--- src/rtl/udm_bus_arbiter_pkg.sv ---
// udm_pkg: shared constants and state encoding for the UDM two-master bus arbiter
// Contents: bus width, FSM states, one-hot grant encodings, forced-completion read data.
package udm_pkg;
    localparam int BUS_W = 32;
    typedef enum logic [1:0] {IDLE, BUSY, TO_ACK} state_t;
    localparam logic [1:0] GNT_NONE = 2'b00;
    localparam logic [1:0] GNT_M0 = 2'b01;
    localparam logic [1:0] GNT_M1 = 2'b10;
    localparam logic [BUS_W-1:0] TIMEOUT_RDATA = 32'hDEADBEEF;
endpackage

--- src/rtl/udm_bus_arbiter_if.sv ---
// udm_bus_if: one enb/we/addr/wdata/ack/rdata system-bus link
// master modport: drives enb, we, addr, wdata; receives ack, rdata.
// slave modport: receives enb, we, addr, wdata; drives ack, rdata.
interface udm_bus_if;
    import udm_pkg::*;
    logic enb;
    logic we;
    logic [BUS_W-1:0] addr;
    logic [BUS_W-1:0] wdata;
    logic ack;
    logic [BUS_W-1:0] rdata;
    modport master(output enb, we, addr, wdata, input ack, rdata);
    modport slave(input enb, we, addr, wdata, output ack, rdata);
endinterface

--- src/rtl/udm_bus_arbiter_rr_pick.sv ---
// udm_rr_pick: combinational two-way fixed-priority / round-robin winner select
// Ports: req0/req1 requests, last (1 = m1 owned the previous transaction),
//        win one-hot winner (bit0 = m0, bit1 = m1), 00 when nobody requests.
module udm_rr_pick #(
    parameter int PRIORITY_MODE = 0
) (
    input  logic       req0,
    input  logic       req1,
    input  logic       last,
    output logic [1:0] win
);
    // On a round-robin tie m0 wins only if m1 was served last.
    assign win[0] = req0 & ((PRIORITY_MODE != 0) | ~req1 | last);
    assign win[1] = req1 & ~win[0];
endmodule

--- src/rtl/udm_bus_arbiter.sv ---
// udm_bus_arbiter: two-master, one-slave arbiter for the UDM 32-bit system bus
// Ports: clk_i clock, reset_n_i async active-low reset,
//        m0/m1 master-facing links (m0 = UDM debug controller, m1 = processor),
//        bus slave-facing link (registered request, ack/rdata returned),
//        grant_bo one-hot current owner, timeout_o forced-completion pulse.
// Optional: define UDM_BUS_ARB_TIMEOUT_EN to force completion after
//           TIMEOUT_CYCLES BUSY cycles without a slave ack.
module udm_bus_arbiter
    import udm_pkg::*;
#(
    parameter int PRIORITY_MODE = 0,
    parameter int TIMEOUT_CYCLES = 1024
) (
    input  logic       clk_i,
    input  logic       reset_n_i,
    udm_bus_if.slave   m0,
    udm_bus_if.slave   m1,
    udm_bus_if.master  bus,
    output logic [1:0] grant_bo,
    output logic       timeout_o
);
    state_t state, state_n;
    logic last;
    logic [1:0] win;
    logic done;
    logic expire;

    udm_rr_pick #(.PRIORITY_MODE(PRIORITY_MODE)) u_pick (
        .req0(m0.enb),
        .req1(m1.enb),
        .last(last),
        .win(win)
    );

`ifdef UDM_BUS_ARB_TIMEOUT_EN
    logic [15:0] cnt;
    // A real ack on the terminal count wins over the timeout.
    assign expire = state == BUSY && !bus.ack && cnt == 16'(TIMEOUT_CYCLES - 1);
    assign timeout_o = state == TO_ACK;
    always_ff @(posedge clk_i or negedge reset_n_i)
        if (!reset_n_i) cnt <= '0;
        else cnt <= state == BUSY && !bus.ack ? cnt + 16'd1 : '0;
`else
    logic unused_timeout;
    assign unused_timeout = ^16'(TIMEOUT_CYCLES);
    assign expire = 1'b0;
    assign timeout_o = 1'b0;
`endif

    always_ff @(posedge clk_i or negedge reset_n_i)
        if (!reset_n_i) state <= IDLE;
        else state <= state_n;

    always_comb begin
        state_n = state;
        done = 1'b0;
        case (state)
            IDLE: state_n = |win ? BUSY : IDLE;
            BUSY: begin
                state_n = bus.ack ? IDLE : expire ? TO_ACK : BUSY;
                done = bus.ack;
            end
            TO_ACK: begin
                state_n = IDLE;
                done = 1'b1;
            end
            default: state_n = IDLE;
        endcase
        m0.ack = done & grant_bo[0];
        m1.ack = done & grant_bo[1];
        m0.rdata = timeout_o & grant_bo[0] ? TIMEOUT_RDATA : bus.rdata;
        m1.rdata = timeout_o & grant_bo[1] ? TIMEOUT_RDATA : bus.rdata;
    end

    // Grant is held through TO_ACK so the forced ack reaches its owner.
    always_ff @(posedge clk_i or negedge reset_n_i)
        if (!reset_n_i) begin
            bus.enb <= 1'b0;
            bus.we <= 1'b0;
            bus.addr <= '0;
            bus.wdata <= '0;
            grant_bo <= GNT_NONE;
            last <= 1'b1;
        end else if (state == IDLE && |win) begin
            bus.enb <= 1'b1;
            bus.we <= win[0] ? m0.we : m1.we;
            bus.addr <= win[0] ? m0.addr : m1.addr;
            bus.wdata <= win[0] ? m0.wdata : m1.wdata;
            grant_bo <= win;
        end else if (done) begin
            bus.enb <= 1'b0;
            bus.we <= 1'b0;
            grant_bo <= GNT_NONE;
            last <= grant_bo[1];
        end else if (expire) begin
            bus.enb <= 1'b0;
            bus.we <= 1'b0;
        end
endmodule

--- src/flat_wrapper.sv ---
// flat-port wrapper written by rule: the top's interface ports become plain ports
module udm_bus_arbiter_flat import udm_pkg::*;
#(
    parameter int PRIORITY_MODE = 0,
    parameter int TIMEOUT_CYCLES = 1024
)
  (clk_i, reset_n_i, grant_bo, timeout_o, m0_enb, m0_we, m0_addr, m0_wdata, m0_ack, m0_rdata, m1_enb, m1_we, m1_addr, m1_wdata, m1_ack, m1_rdata, bus_enb, bus_we, bus_addr, bus_wdata, bus_ack, bus_rdata);
  udm_bus_if m0_i ();
  udm_bus_if m1_i ();
  udm_bus_if bus_i ();
  input  logic clk_i;
  input  logic reset_n_i;
  output logic [1:0] grant_bo;
  output logic timeout_o;
  input wire logic [$bits(m0_i.enb)-1:0] m0_enb;
  input wire logic [$bits(m0_i.we)-1:0] m0_we;
  input wire logic [$bits(m0_i.addr)-1:0] m0_addr;
  input wire logic [$bits(m0_i.wdata)-1:0] m0_wdata;
  output wire logic [$bits(m0_i.ack)-1:0] m0_ack;
  output wire logic [$bits(m0_i.rdata)-1:0] m0_rdata;
  input wire logic [$bits(m1_i.enb)-1:0] m1_enb;
  input wire logic [$bits(m1_i.we)-1:0] m1_we;
  input wire logic [$bits(m1_i.addr)-1:0] m1_addr;
  input wire logic [$bits(m1_i.wdata)-1:0] m1_wdata;
  output wire logic [$bits(m1_i.ack)-1:0] m1_ack;
  output wire logic [$bits(m1_i.rdata)-1:0] m1_rdata;
  output wire logic [$bits(bus_i.enb)-1:0] bus_enb;
  output wire logic [$bits(bus_i.we)-1:0] bus_we;
  output wire logic [$bits(bus_i.addr)-1:0] bus_addr;
  output wire logic [$bits(bus_i.wdata)-1:0] bus_wdata;
  input wire logic [$bits(bus_i.ack)-1:0] bus_ack;
  input wire logic [$bits(bus_i.rdata)-1:0] bus_rdata;
  assign m0_i.enb = m0_enb;
  assign m0_i.we = m0_we;
  assign m0_i.addr = m0_addr;
  assign m0_i.wdata = m0_wdata;
  assign m0_ack = m0_i.ack;
  assign m0_rdata = m0_i.rdata;
  assign m1_i.enb = m1_enb;
  assign m1_i.we = m1_we;
  assign m1_i.addr = m1_addr;
  assign m1_i.wdata = m1_wdata;
  assign m1_ack = m1_i.ack;
  assign m1_rdata = m1_i.rdata;
  assign bus_enb = bus_i.enb;
  assign bus_we = bus_i.we;
  assign bus_addr = bus_i.addr;
  assign bus_wdata = bus_i.wdata;
  assign bus_i.ack = bus_ack;
  assign bus_i.rdata = bus_rdata;
  udm_bus_arbiter #(.PRIORITY_MODE(PRIORITY_MODE), .TIMEOUT_CYCLES(TIMEOUT_CYCLES)) u_core (.clk_i(clk_i), .reset_n_i(reset_n_i), .m0(m0_i), .m1(m1_i), .bus(bus_i), .grant_bo(grant_bo), .timeout_o(timeout_o));
endmodule
--- config.mk ---
export PLATFORM = sky130hd
export DESIGN_NAME = udm_bus_arbiter_flat
export DESIGN_NICKNAME = d
export VERILOG_FILES = /design/src/rtl/udm_bus_arbiter_pkg.sv /design/src/rtl/udm_bus_arbiter_if.sv /design/src/rtl/udm_bus_arbiter_rr_pick.sv /design/src/rtl/udm_bus_arbiter.sv /design/src/flat_wrapper.sv
export SDC_FILE = /design/constraint.sdc
export NUM_CORES = 1
export LEC_CHECK = 0
export CORE_MARGIN = 5
export CORE_UTILIZATION = 34
export DETAILED_ROUTE_END_ITERATION = 12
export PLACE_DENSITY_LB_ADDON = 0.3
export SLEW_MARGIN = 10
export SYNTH_ARGS = -nofsm -noshare
export SYNTH_HDL_FRONTEND = slang
export SYNTH_SLANG_ARGS = --single-unit
--- constraint.sdc ---
create_clock -name clk_i -period 1.65 [get_ports clk_i]
set_clock_uncertainty 0.05 [all_clocks]
set_input_delay 0.33 -clock clk_i [delete_from_list [all_inputs] [get_ports clk_i]]
set_output_delay 0.33 -clock clk_i [all_outputs]
set_load 0.01 [all_outputs]
==> results_dict.tcl <==
set metrics [dict create \
    whs_ns 0.435 \
    portBuffers 204 \
    drcViolationCount 0 \
    p_comb_frac 0.431 \
    rsz0062_at_grt "no" \
    fin_util 0.533 \
    seq_area_frac_synth 0.449 \
    r2r_end "u_core.bus.addr[14]" \
    fin_ws_ns 0.0301 \
    start_kind "flop" \
    path_buf_inv 1 \
    hp-start "u_core.bus.enb" \
    grt_max_degree 71 \
    rows 39 \
    critPathKind "reg2out" \
    syn_nets 627 \
    dp_slack_ns -0.289 \
    fp.dieW_um 117 \
    clock_power_share 0.248 \
    syn_inst 460 \
    sw_frac_of_total 0.329 \
    ant_nets 0 \
    critPathRequiredTime_ns 1.27 \
    slowest_stage "clkdlybuf4s50_1" \
    route.final.wire_length_um 14100 \
    slew_violations 0 \
    slowest_delay_ns 0.55 \
    worstSetupEndpointType "output pin" \
    min_period_ns 1.62 \
    final-hold-violation-count 0 \
    synth_area_per_cell_um2 8.49 \
    cts_buffer_depth 2 \
    power_frac_seq 0.321 \
    grt_pass1_vias 3853 \
    die_y_um 117 \
    overflow 0 \
    cp_cell_sequence "clkdlybuf4s50_1" \
    vias 3878 \
    dpl.hpwl_um 10000 \
    p_switching_w 0.00291 \
    track_usage 0.195 \
    cp.arrival_ns 1.24 \
    hold_end "u_core.bus.enb" \
    root_buffer "clkbuf_16" \
    outcome "finished clean" \
    p_int_w 0.00593 \
    setup_viol 0 \
    yosys_warnings 0 \
    synth_top_flop_cell "dfrtp_1" \
    r2r_cells 4 \
    area.growth.synth_to_final_pct 54.4 \
    fin_nets 751 \
    clkSinkCount 70 \
    cp_max_fo 2 \
    start_util 0.345 \
    gp_congestion 0.791 \
    rrSetupSlack_ns 0.16 \
    min_period_over_period 0.982 \
    netlist_area_um2 3900 \
    diodes 0 \
    async_reset_ff_frac 1.00 \
    synth_edf_count 0 \
    powerDensity_nw_per_um2 1460 \
    clk_pin_slew_ns 0.05 \
    grt_pass1_wl_um 20700 \
    tns_ns 0 \
    drtIter0Drc 240 \
    cp_top_family "buffers and inverters" \
    drive_gt1_frac 0.0730 \
    antenna_found_initial 0 \
    min_path_cells 1 \
    core_region_area_um2 11300 \
    dieArea_um2 13700 \
    cts_buffers 9 \
    place_area_um2 5640 \
    top_layer "met4" \
    h-tree-depth 3 \
    rr_startpoint "u_core.last" \
    stdcell_area_um2 6030 \
    ys_ff_latch 70 \
    met1Wirelength_um 5260 \
    wl_per_cell_um 19.3 \
    drtPass1Iterations 6 \
    ios 302 \
    wl_met3_um 1330 \
    avgViaCountPerCell 5.30 \
    clock_latency_ns 0.33 \
    max_freq_mhz 617 \
    wl_met2_um 7150 \
    min_path_type "reg2reg" \
    vdd_drop_max_uv 1070 \
    cts_tree "built" \
    maxCapViolations 0 \
    leakagePower_nw 2.50 \
    yosysUniqueCellTypes 25 \
]
## final cells by class
cell class	count	area, um2
fillers	1073	5290
repair buffers	222	2320
flip-flops and latches	70	1750
multi-input cells	279	1440
clock buffers	13	270
well taps	143	179
clock inverters	3	65.1
inverters	2	7.51
## placed cells by master (no fill, tap or decap), drive strengths merged
master         netlist  final
clkinv               0      1
a31oi               65     65
inv                  2      2
nand2                2      2
dlymetal6s2s         0     24
nand2b               1      1
nor2                64     64
a21o                 3      3
clkbuf              10     15
mux2                 1      1
dfrtp               69     69
nand3               66     66
a31o                 1      1
bufinv               0      2
clkdlybuf4s50        0    172
o21bai               1      1
dlygate4sd2          0      4
buf                 99     19
dlygate4sd3          0      1
dfstp                1      1
o21ai               65     65
a21boi               1      1
o21ba                1      1
a21oi                3      3
conb                 1      1
and2b                1      1
and3                 2      2
nor2b                1      1
## logic make-up (layout without fill, tap and decap cells)
group,after synthesis,count (layout),share of synthesized area
other,1,1,0.000960
buffers and inverters,111,240,0.185
and+or+nand+nor,137,137,0.156
AOI/OAI and AO/OA,140,140,0.206
DFF,70,70,0.449
muxes,1,1,0.00288
## cells in the mapped netlist, drive strengths merged, types with 2 or more instances
library cell,instances,area share
a21o,3,0.0058
clkbuf,10,0.0096
a31oi,65,0.10
nor2,64,0.062
buf,99,0.17
nand2,2,0.0019
inv,2,0.0019
dfrtp,69,0.44
and3,2,0.0032
nand3,66,0.085
a21oi,3,0.0038
o21ai,65,0.083
## worst max path at each step
stage | start | to | depth (start not counted)
after floorplan | u_core.last | u_core.bus.addr[0] | 5
after global placement | bus_ack | m1_ack | 3
after global routing | u_core.bus.addr[3] | bus_addr[3] | 1
final | u_core.bus.addr[1] | bus_addr[1] | 1
after CTS | u_core.bus.we | bus_we | 1
after detailed placement | bus_ack | m1_ack | 3
## power groups by stage
stage / clock, W / combinational, W / sequential (W)
finish: 0.00219 / 0.00381 / 0.00284
global route: 0.00229 / 0.00413 / 0.00295
CTS: 0.00223 / 0.00392 / 0.00285
detailed placement: 0 / 0.00393 / 0.00287
global placement: 0 / 0.00388 / 0.00282
floorplan: 0 / 0.00150 / 0.00316
## stage by stage
step | power, W | cells
after detailed placement | 0.00680 | 715
after global placement | 0.00670 | 715
after global routing | 0.00937 | 732
final | 0.00883 | 732
after floorplan | 0.00466 | 460
after CTS | 0.00900 | 732
## layer usage
layer | GRT usage | vias to the layer above
met2 | 0.329 | 212
met3 | 0.0504 | 28
met5 | 0 | -
met1 | 0.237 | 1834
met4 | 0.0818 | 0
li1 | - | 1804
## worst register-to-register path, delay by kind of cell (launching register included)
family / cells / cell delay (ns)
AO/OA/AOI/OAI: 2 / 0.28
buffers and inverters: 1 / 0.22
flip-flops: 1 / 0.54
AND/OR/NAND/NOR: 1 / 0.26
## sequential cells by signal (all words and copies together) (netlist names)
name	count
u_core.bus.addr	32
u_core.bus.wdata	32
u_core.grant_bo	2
u_core.bus.enb	1
u_core.bus.we	1
u_core.last	1
u_core.state	1
## repair_timing
| item | in CTS | in global routing |
|---|---|---|
| cloned | 0 | 0 |
| setup buffers | 0 | 0 |
| endpoints found under the hold margin | 69 | 0 |
| resized for setup | 7 | 27 |
| hold buffers | 1 | 0 |
| setup endpoints to repair | 6 | 26 |
No activity file was read; power rests on OpenSTA's default activity.
